$ cat src/rtl/tlul_host_arb_pkg.sv
// rtl/tlul_host_arb_pkg.sv - shared types, size codes and index-width helper for tlul_host_arb
package tlul_host_arb_pkg;

  localparam logic [1:0] SIZE_BYTE = 2'd0;
  localparam logic [1:0] SIZE_HALF = 2'd1;
  localparam logic [1:0] SIZE_WORD = 2'd2;

  // Wide enough to name any of up to 8 requesters.
  typedef logic [2:0] arb_sel_t;

  function automatic int idx_w(input int n);
    return (n > 1) ? $clog2(n) : 1;
  endfunction

endpackage

$ cat src/rtl/tlul_host_arb_fifo.sv
// rtl/tlul_host_arb_fifo.sv - in-order source tracking FIFO for tlul_host_arb
module tlul_host_arb_fifo #(
  parameter int W     = 1,
  parameter int DEPTH = 4
) (
  input  logic                           clk_i,
  input  logic                           rst_i,
  input  logic                           push,
  input  logic [W-1:0]                   wdata,
  input  logic                           pop,
  output logic [W-1:0]                   rdata,
  output logic                           full,
  output logic                           empty,
  output logic [$clog2(DEPTH+1)-1:0]     count
);

  localparam int PW = $clog2(DEPTH);
  localparam int CW = $clog2(DEPTH + 1);

  logic [W-1:0]  mem [DEPTH];
  logic [PW-1:0] wr_ptr;
  logic [PW-1:0] rd_ptr;
  logic          do_push;
  logic          do_pop;

  assign full    = (count == CW'(DEPTH));
  assign empty   = (count == '0);
  assign do_push = push & ~full;
  assign do_pop  = pop & ~empty;
  assign rdata   = mem[rd_ptr];

  always_ff @(posedge clk_i) begin
    if (rst_i) begin
      wr_ptr <= '0;
      rd_ptr <= '0;
      count  <= '0;
    end else begin
      if (do_push) begin
        mem[wr_ptr] <= wdata;
        wr_ptr      <= wr_ptr + PW'(1);
      end
      if (do_pop) begin
        rd_ptr <= rd_ptr + PW'(1);
      end
      case ({do_push, do_pop})
        2'b10:   count <= count + CW'(1);
        2'b01:   count <= count - CW'(1);
        default: ;
      endcase
    end
  end

endmodule

$ cat src/rtl/tlul_host_arb.sv
// rtl/tlul_host_arb.sv - N-to-1 TL-UL host port arbiter with in-order response routing
// Define TLUL_HOST_ARB_RR_EN for round-robin arbitration; default is fixed priority.
module tlul_host_arb
  import tlul_host_arb_pkg::*;
#(
  parameter int N       = 2,
  parameter int AW      = 32,
  parameter int DW      = 32,
  parameter int MAX_OUT = 4
) (
  input  logic              clk_i,
  input  logic              rst_i,
  input  logic [N-1:0]      req_i,
  output logic [N-1:0]      gnt_o,
  input  logic [N*AW-1:0]   addr_i,
  input  logic [N-1:0]      we_i,
  input  logic [N*DW-1:0]   wdata_i,
  input  logic [N*DW/8-1:0] be_i,
  input  logic [N*2-1:0]    size_i,
  output logic [N-1:0]      valid_o,
  output logic [DW-1:0]     rdata_o,
  output logic              req_o,
  output logic [AW-1:0]     addr_o,
  output logic              we_o,
  output logic [DW-1:0]     wdata_o,
  output logic [DW/8-1:0]   be_o,
  output logic [1:0]        size_o,
  input  logic              gnt_i,
  input  logic              valid_i,
  input  logic [DW-1:0]     rdata_i,
  output logic              unexp_rsp_o
);

  localparam int IdxW = idx_w(N);
  localparam int CntW = $clog2(MAX_OUT + 1);

  arb_sel_t        win;
  arb_sel_t        sel;
  arb_sel_t        lock_idx;
  logic            locked;
  logic            gnt;
  logic            full;
  logic            empty;
  logic [IdxW-1:0] head;
  logic [CntW-1:0] out_cnt;
  logic            unused_cnt;

`ifdef TLUL_HOST_ARB_RR_EN
  arb_sel_t rr_ptr;

  // Scan downward so the candidate closest after rr_ptr is written last and wins.
  always_comb begin
    int j;
    win = '0;
    j   = 0;
    for (int k = N - 1; k >= 0; k--) begin
      j = (int'(rr_ptr) + k) % N;
      if (req_i[j[IdxW-1:0]]) win = arb_sel_t'(j);
    end
  end

  always_ff @(posedge clk_i) begin
    if (rst_i) begin
      rr_ptr <= '0;
    end else if (gnt) begin
      rr_ptr <= arb_sel_t'((int'(sel) + 1) % N);
    end
  end
`else
  always_comb begin
    win = '0;
    for (int i = N - 1; i >= 0; i--) begin
      if (req_i[i]) win = arb_sel_t'(i);
    end
  end
`endif

  assign sel     = locked ? lock_idx : win;
  assign req_o   = (|req_i) & ~full;
  assign gnt     = req_o & gnt_i;
  assign gnt_o   = gnt ? (N'(1) << sel) : '0;

  assign addr_o  = addr_i[int'(sel)*AW +: AW];
  assign we_o    = we_i[sel];
  assign wdata_o = wdata_i[int'(sel)*DW +: DW];
  assign be_o    = be_i[int'(sel)*(DW/8) +: DW/8];
  assign size_o  = size_i[int'(sel)*2 +: 2];

  // Hold the chosen requester until the adapter accepts it; full leaves the lock untouched.
  always_ff @(posedge clk_i) begin
    if (rst_i) begin
      locked   <= 1'b0;
      lock_idx <= '0;
    end else if (req_o && !gnt_i) begin
      locked   <= 1'b1;
      lock_idx <= sel;
    end else if (gnt) begin
      locked   <= 1'b0;
    end
  end

  tlul_host_arb_fifo #(
    .W     (IdxW),
    .DEPTH (MAX_OUT)
  ) u_fifo (
    .clk_i (clk_i),
    .rst_i (rst_i),
    .push  (gnt),
    .wdata (sel[IdxW-1:0]),
    .pop   (valid_i),
    .rdata (head),
    .full  (full),
    .empty (empty),
    .count (out_cnt)
  );

  assign unused_cnt  = ^out_cnt;

  assign valid_o     = (valid_i && !empty) ? (N'(1) << head) : '0;
  assign unexp_rsp_o = valid_i & empty;
  assign rdata_o     = rdata_i;

endmodule
$ cat config.mk
export PLATFORM = sky130hd
export DESIGN_NAME = tlul_host_arb
export DESIGN_NICKNAME = d
export VERILOG_FILES = /design/src/rtl/tlul_host_arb_pkg.sv /design/src/rtl/tlul_host_arb_fifo.sv /design/src/rtl/tlul_host_arb.sv
export SDC_FILE = /design/constraint.sdc
export NUM_CORES = 1
export LEC_CHECK = 0
export CELL_PAD_IN_SITES_DETAIL_PLACEMENT = 0
export CELL_PAD_IN_SITES_GLOBAL_PLACEMENT = 1
export CORE_ASPECT_RATIO = 0.7
export CORE_MARGIN = 2
export CORE_UTILIZATION = 16
export DETAILED_ROUTE_END_ITERATION = 7
export HOLD_SLACK_MARGIN = 0.06
export PLACE_DENSITY_LB_ADDON = 0.08
export SYNTH_ARGS = -nofsm -noshare
export SYNTH_HDL_FRONTEND = slang
export SYNTH_SLANG_ARGS = --single-unit
$ cat constraint.sdc
create_clock -name clk_i -period 5.95 [get_ports clk_i]
set_input_delay 1.19 -clock clk_i [delete_from_list [all_inputs] [get_ports clk_i]]
set_output_delay 1.19 -clock clk_i [all_outputs]
set_load 0.02 [all_outputs]
### Word level (Yosys, flattened, before mapping)

Memory sizes are Yosys's and may differ from the RTL's. A register that Yosys moved wholly into a read port is not among the register bits.
Cells that the tools add are included.

* output and inout port bits: 109
* input bits: 180
* bits in writable memories: 4
* register bits: 11
* memories: 1

* reductions and logical operators: 8
* eq/ne operators: 3
* $add $sub $neg: 4
* shifts and indexed selects: 6
* mux-type cells: 15
* order comparisons: 1
* bitwise logic cells: 7

Memory list
* u_fifo.mem: depth 4, bits a word 1, read ports 1, clocked after Yosys merged registers in 1, write ports 1, line tlul_host_arb_fifo.sv:20 `logic [W-1:0] mem [DEPTH];`

Operators by type and width (number)
* $shiftx A64 B9 Y32: 2
* $mux W1: 8
* $mux W2: 4
* $shiftx A8 B6 Y4: 1
* $mux W3: 2
* $pmux W3 S2: 1
* $and A1 B1 Y1: 5
* $shiftx A4 B5 Y2: 1
* $add A2 B1 Y2 const B: 2
* $reduce_bool A2 Y1: 2
* $add A3 B1 Y3 const B: 1
* $eq A3 B3 Y1 const B: 1
* $logic_not A3 Y1: 1
* $lt A3 B2 Y1 const B: 1
* $shl A1 B3 Y2 const A: 1
* $sub A3 B1 Y3 const B: 1
* $eq A2 B1 Y1 const B: 1
* $eq A2 B2 Y1 const B: 1
* $logic_and A1 B1 Y1: 2
* $logic_not A1 Y1: 2
* $not A1 Y1: 2
* $reduce_or A2 Y1: 1
* $shl A1 B1 Y2 const A: 1

### Longest topological paths before layout

* depth after elaboration: 8
* mapped depth: 9
* depth with buffers taken out: 9

### By module

Synthesis repeated with hierarchy kept, for this count alone.

* cells, all modules: 204
* area, all modules: 1851.8 um2

By module, submodules not included
* tlul_host_arb: times used 1, cells each 145, area each 1217.4 um2
* tlul_host_arb_fifo: times used 1, cells each 59, area each 634.4 um2

### Worst setup path after synthesis

No wires, ideal clock.

* path type: input-to-output
* start point: input port req_i[1]
* end point: output port addr_o[26]
* slack: 2.629 ns
* path buffers: 2
* stages: 5
* data arrival time: 2.131 ns
* data required time: 4.760 ns
* cell sequence: nor3b_4 a31o_2 buf_4 buf_6 a22o_2

* word-level cells in the longest chain between the ends: 4

RTL lines
* start, declared: line tlul_host_arb.sv:13 `input logic [N-1:0] req_i,`
* $mux W1: line tlul_host_arb.sv:73 `if (req_i[i]) win = arb_sel_t'(i);`
* $mux W3: line tlul_host_arb.sv:73
* $mux W3: line tlul_host_arb.sv:78 `assign sel = locked ? lock_idx : win;`
* $shiftx A64 B9 Y32: line tlul_host_arb.sv:83 `assign addr_o = addr_i[int'(sel)*AW +: AW];`
* end, declared: line tlul_host_arb.sv:23 `output logic [AW-1:0] addr_o,`

Every way passes these cells.

### Worst setup path in the final report

* start point: input port req_i[1]
* end point: output port addr_o[21]

The elaborated chain is that of the path after synthesis.

==> summary.md <==
| Metric | Value |
|---|---|
| Status | `completed` |
| Vias per cell | `4.19` |
| Post-CTS setup buffer count | `0` |
| Routability cong. | `0.649` |
| Type of the worst setup path | `in2out` |
| Slew HR | `48.9%` |
| Highest Clock Rate | `0.213 GHz` |
| Num Clock Sinks | `17` |
| Total GRT Usage | `12.6%` |
| Syn_nets | `387` |
| Core ar. | `0.0118 mm^2` |
| H-tree levels | `1` |
| Drt first-iter violations | `51` |
| Reg clk slew, reported paths | `0.05 ns` |
| Mux cell area share after synthesis | `1.73%` |
| Clock buffer depth | `2` |
| ANT nets after route | `0` |
| DRC viols | `0` |
| Most frequent CP cell | `clkdlybuf4s50_1` |
| Row count | `33` |
| Critical-path top delay cell | `clkdlybuf4s50_1` |
| CTS tree | `built` |
| Vias | `2,258` |
| Area growth, synth to finish | `109%` |
| Synth Area in Adders | `4.24%` |
| Pleak | `1.65 nW` |
| # hold bufs at CTS | `0` |
| Final Max Slew Viols | `0` |
| RSZ-0062 raised after global routing | `no` |
| IO Port Bufs | `224` |
| I/O Pins | `289` |
| Sequential Power Share | `19.0%` |
| Net Switching | `0.339 mW` |
| Most common cell after layout, fill and taps aside | `clkdlybuf4s50_1` |
| Setup violations, final | `0` |
| Die area | `0.0131 mm^2` |
| Post-Syn Instances | `201` |
| Nets | `569` |
| Placed cell count | `535` |
| Xor-xnor portion of the synthesized cell area | `1.80%` |
| Peak fanout along the critical path | `71` |
| Post-synthesis compound-gate area fraction | `41.3%` |
| Routed length per instance | `17.7 um` |
| Worst path top cell family by delay | `buffers and inverters` |
| Worst skew pair latency | `0.25 ns` |
| Setup TNS | `0 ns` |
| Die X | `136 um` |
| Clock power frac | `15.1%` |
| Max cap viols | `0` |
| Cell internal pwr | `0.549 mW` |
| Hold crit path type | `reg2reg` |
| Max incr delay on CP | `0.62 ns` |
| Seq/Total Area, Yosys | `19.5%` |
| Final period utilization | `78.7%` |
| Unique masters post-synth | `34` |
| Post-synthesis simple-gate area fraction | `8.15%` |
| Antenna violations before repair | `0` |
| Vias in the first global route | `2,076` |
| Min Clock Period, post-route | `4.69 ns` |
| Critical Path Sink Type | `output port` |
| Crit path arrival time | `3.50 ns` |
| Clock skew | `0.00198 ns` |
| CTS buffer count | `3` |
| Crit path cell chain | `clkdlybuf4s50_1 -> nor3b_4 -> a21oi_4 -> buf_4 -> a22o_1 -> clkdlybuf4s50_1` |
| Dpl hpwl | `7.81 mm` |
| YS warnings | `0` |
| Peak supply drop | `0.000119 V` |
| Largest family of logic cells by synthesized area | `compound AO/OA/AOI/OAI gates` |
| Worst EP required | `4.76 ns` |
| Yosys reg bits | `17` |
| CTS resizes | `0` |
| Sw Ratio | `38.2%` |
| Post-Syn Area | `0.00195 mm^2` |
| First-pass DRT Iterations | `4` |
| Fraction of layout instances using a drive strength above 1 | `13.6%` |
| Pwr/cell area | `218 mW/mm^2` |
| Critical path buffer and inverter count | `3` |
| Final non-filler cell total | `539` |
| Largest net degree at the start of global routing | `72` |
| Startpoint types | `input pin` |
| Post-synthesis average cell area | `9.70 um^2` |
| Chip height | `96.4 um` |
| Most frequent cells in the layout | `clkdlybuf4s50_1, a22o_2, a22o_1, dfxtp_1, inv_1` |
| Global-route wire length before repair | `12.5 mm` |
| Initial Util | `16.5%` |
| GRT overflow | `0` |
| Ant diodes | `0` |
| CTS Root Cell | `clkbuf_16` |
| DRT Wirelength | `9.52 mm` |
| Tightest Pin Transition | `0.767 ns` |
| Hold violation total from the final report | `0` |
| Logic gate share of total power | `65.9%` |
[kinds of logic (layout without fill, tap and decap cells)]
family / Yosys count / after routing
AO/OA/AOI/OAI: 89 / 89
AND/OR/NAND/NOR: 24 / 24
XOR/XNOR: 4 / 4
flip-flops: 17 / 17
multiplexers: 2 / 2
adder cells (fa/ha/maj): 6 / 6
buffers and inverters: 59 / 240
[stage by stage]
step           setup slack (ns)  hold slack [ns]  utilization (%)  power [mW]  cell area, um^2
2_1_floorplan              2.63            0.455                -       0.514             1950
3_3_place_gp               1.26            0.470             33.9       0.764             4000
3_5_place_dp               1.26            0.476             33.9       0.762             4000
4_1_cts                    1.24            0.483             34.5       0.902             4080
5_1_grt                    1.15            0.488             34.5       0.945             4080
6_report                   1.26            0.479             34.5       0.887             4080
[layer usage]
metal | global-route usage (%) | vias up | wire length (um)
met2 | 23.1 | 112 | 5090
met5 | 0 | - | 0
met1 | 15.1 | 1033 | 3640
met4 | 1.82 | 0 | 55
met3 | 3.37 | 10 | 744
li1 | - | 1103 | -
[power groups by stage]
stage | clock network [mW] | logic (mW) | registers [mW]
finish | 0.134 | 0.585 | 0.168
detailed placement | 0 | 0.591 | 0.171
floorplan | 0 | 0.353 | 0.161
global placement | 0 | 0.593 | 0.171
CTS | 0.138 | 0.595 | 0.168
global route | 0.145 | 0.628 | 0.173
[worst paths after layout]
check | from | to | slack [ns] | cells after the start
hold / removal | lock_idx[1] | lock_idx[1] | 0.48 | 1
setup reg to reg | u_fifo.count[2] | u_fifo.count[2] | 3.39 | 9
hold reg to reg | lock_idx[1] | lock_idx[1] | 0.48 | 1
setup / recovery | req_i[1] | addr_o[21] | 1.26 | 6
[cell usage after synthesis]
library cell  number  share of area, %
xor2_1             4               1.8
nor2_1             9               1.7
o311ai_0           1              0.45
and3_1             4               1.3
clkbuf_1           1              0.19
o21bai_1           2              0.77
dfxtp_1           13                13
or3b_2             1              0.45
o311a_1            2               1.0
nor2b_1            1              0.32
a22o_1            34                15
or3_1              2              0.64
nor3b_2            1              0.64
edfxtp_1           4               6.2
mux2_2             1              0.58
a21oi_1            3              0.77
a21o_1             1              0.39
buf_6             14               8.1
ha_1               5               3.2
o311a_2            1              0.58
nor4b_1            2              0.90
a211oi_1           1              0.39
inv_1             10               1.9
a31o_2             2              0.90
or3_4              1              0.58
o31ai_1            1              0.39
fa_1               1               1.0
a22o_2            36                18
mux4_2             1               1.2
o21ai_0            4               1.0
buf_4             34                13
and2_1             2              0.64
nor3b_4            1              0.96
a21oi_4            1              0.83
[final cells by class]
type / instances / area [um^2]
well taps: 157 / 196
inverters: 10 / 37.5
clock inverters: 1 / 5.00
fillers: 1214 / 7730
repair buffers: 226 / 2270
multi-input cells: 125 / 1110
flip-flops and latches: 17 / 380
clock buffers: 3 / 75.1
Power figures use the tool's default switching activity.
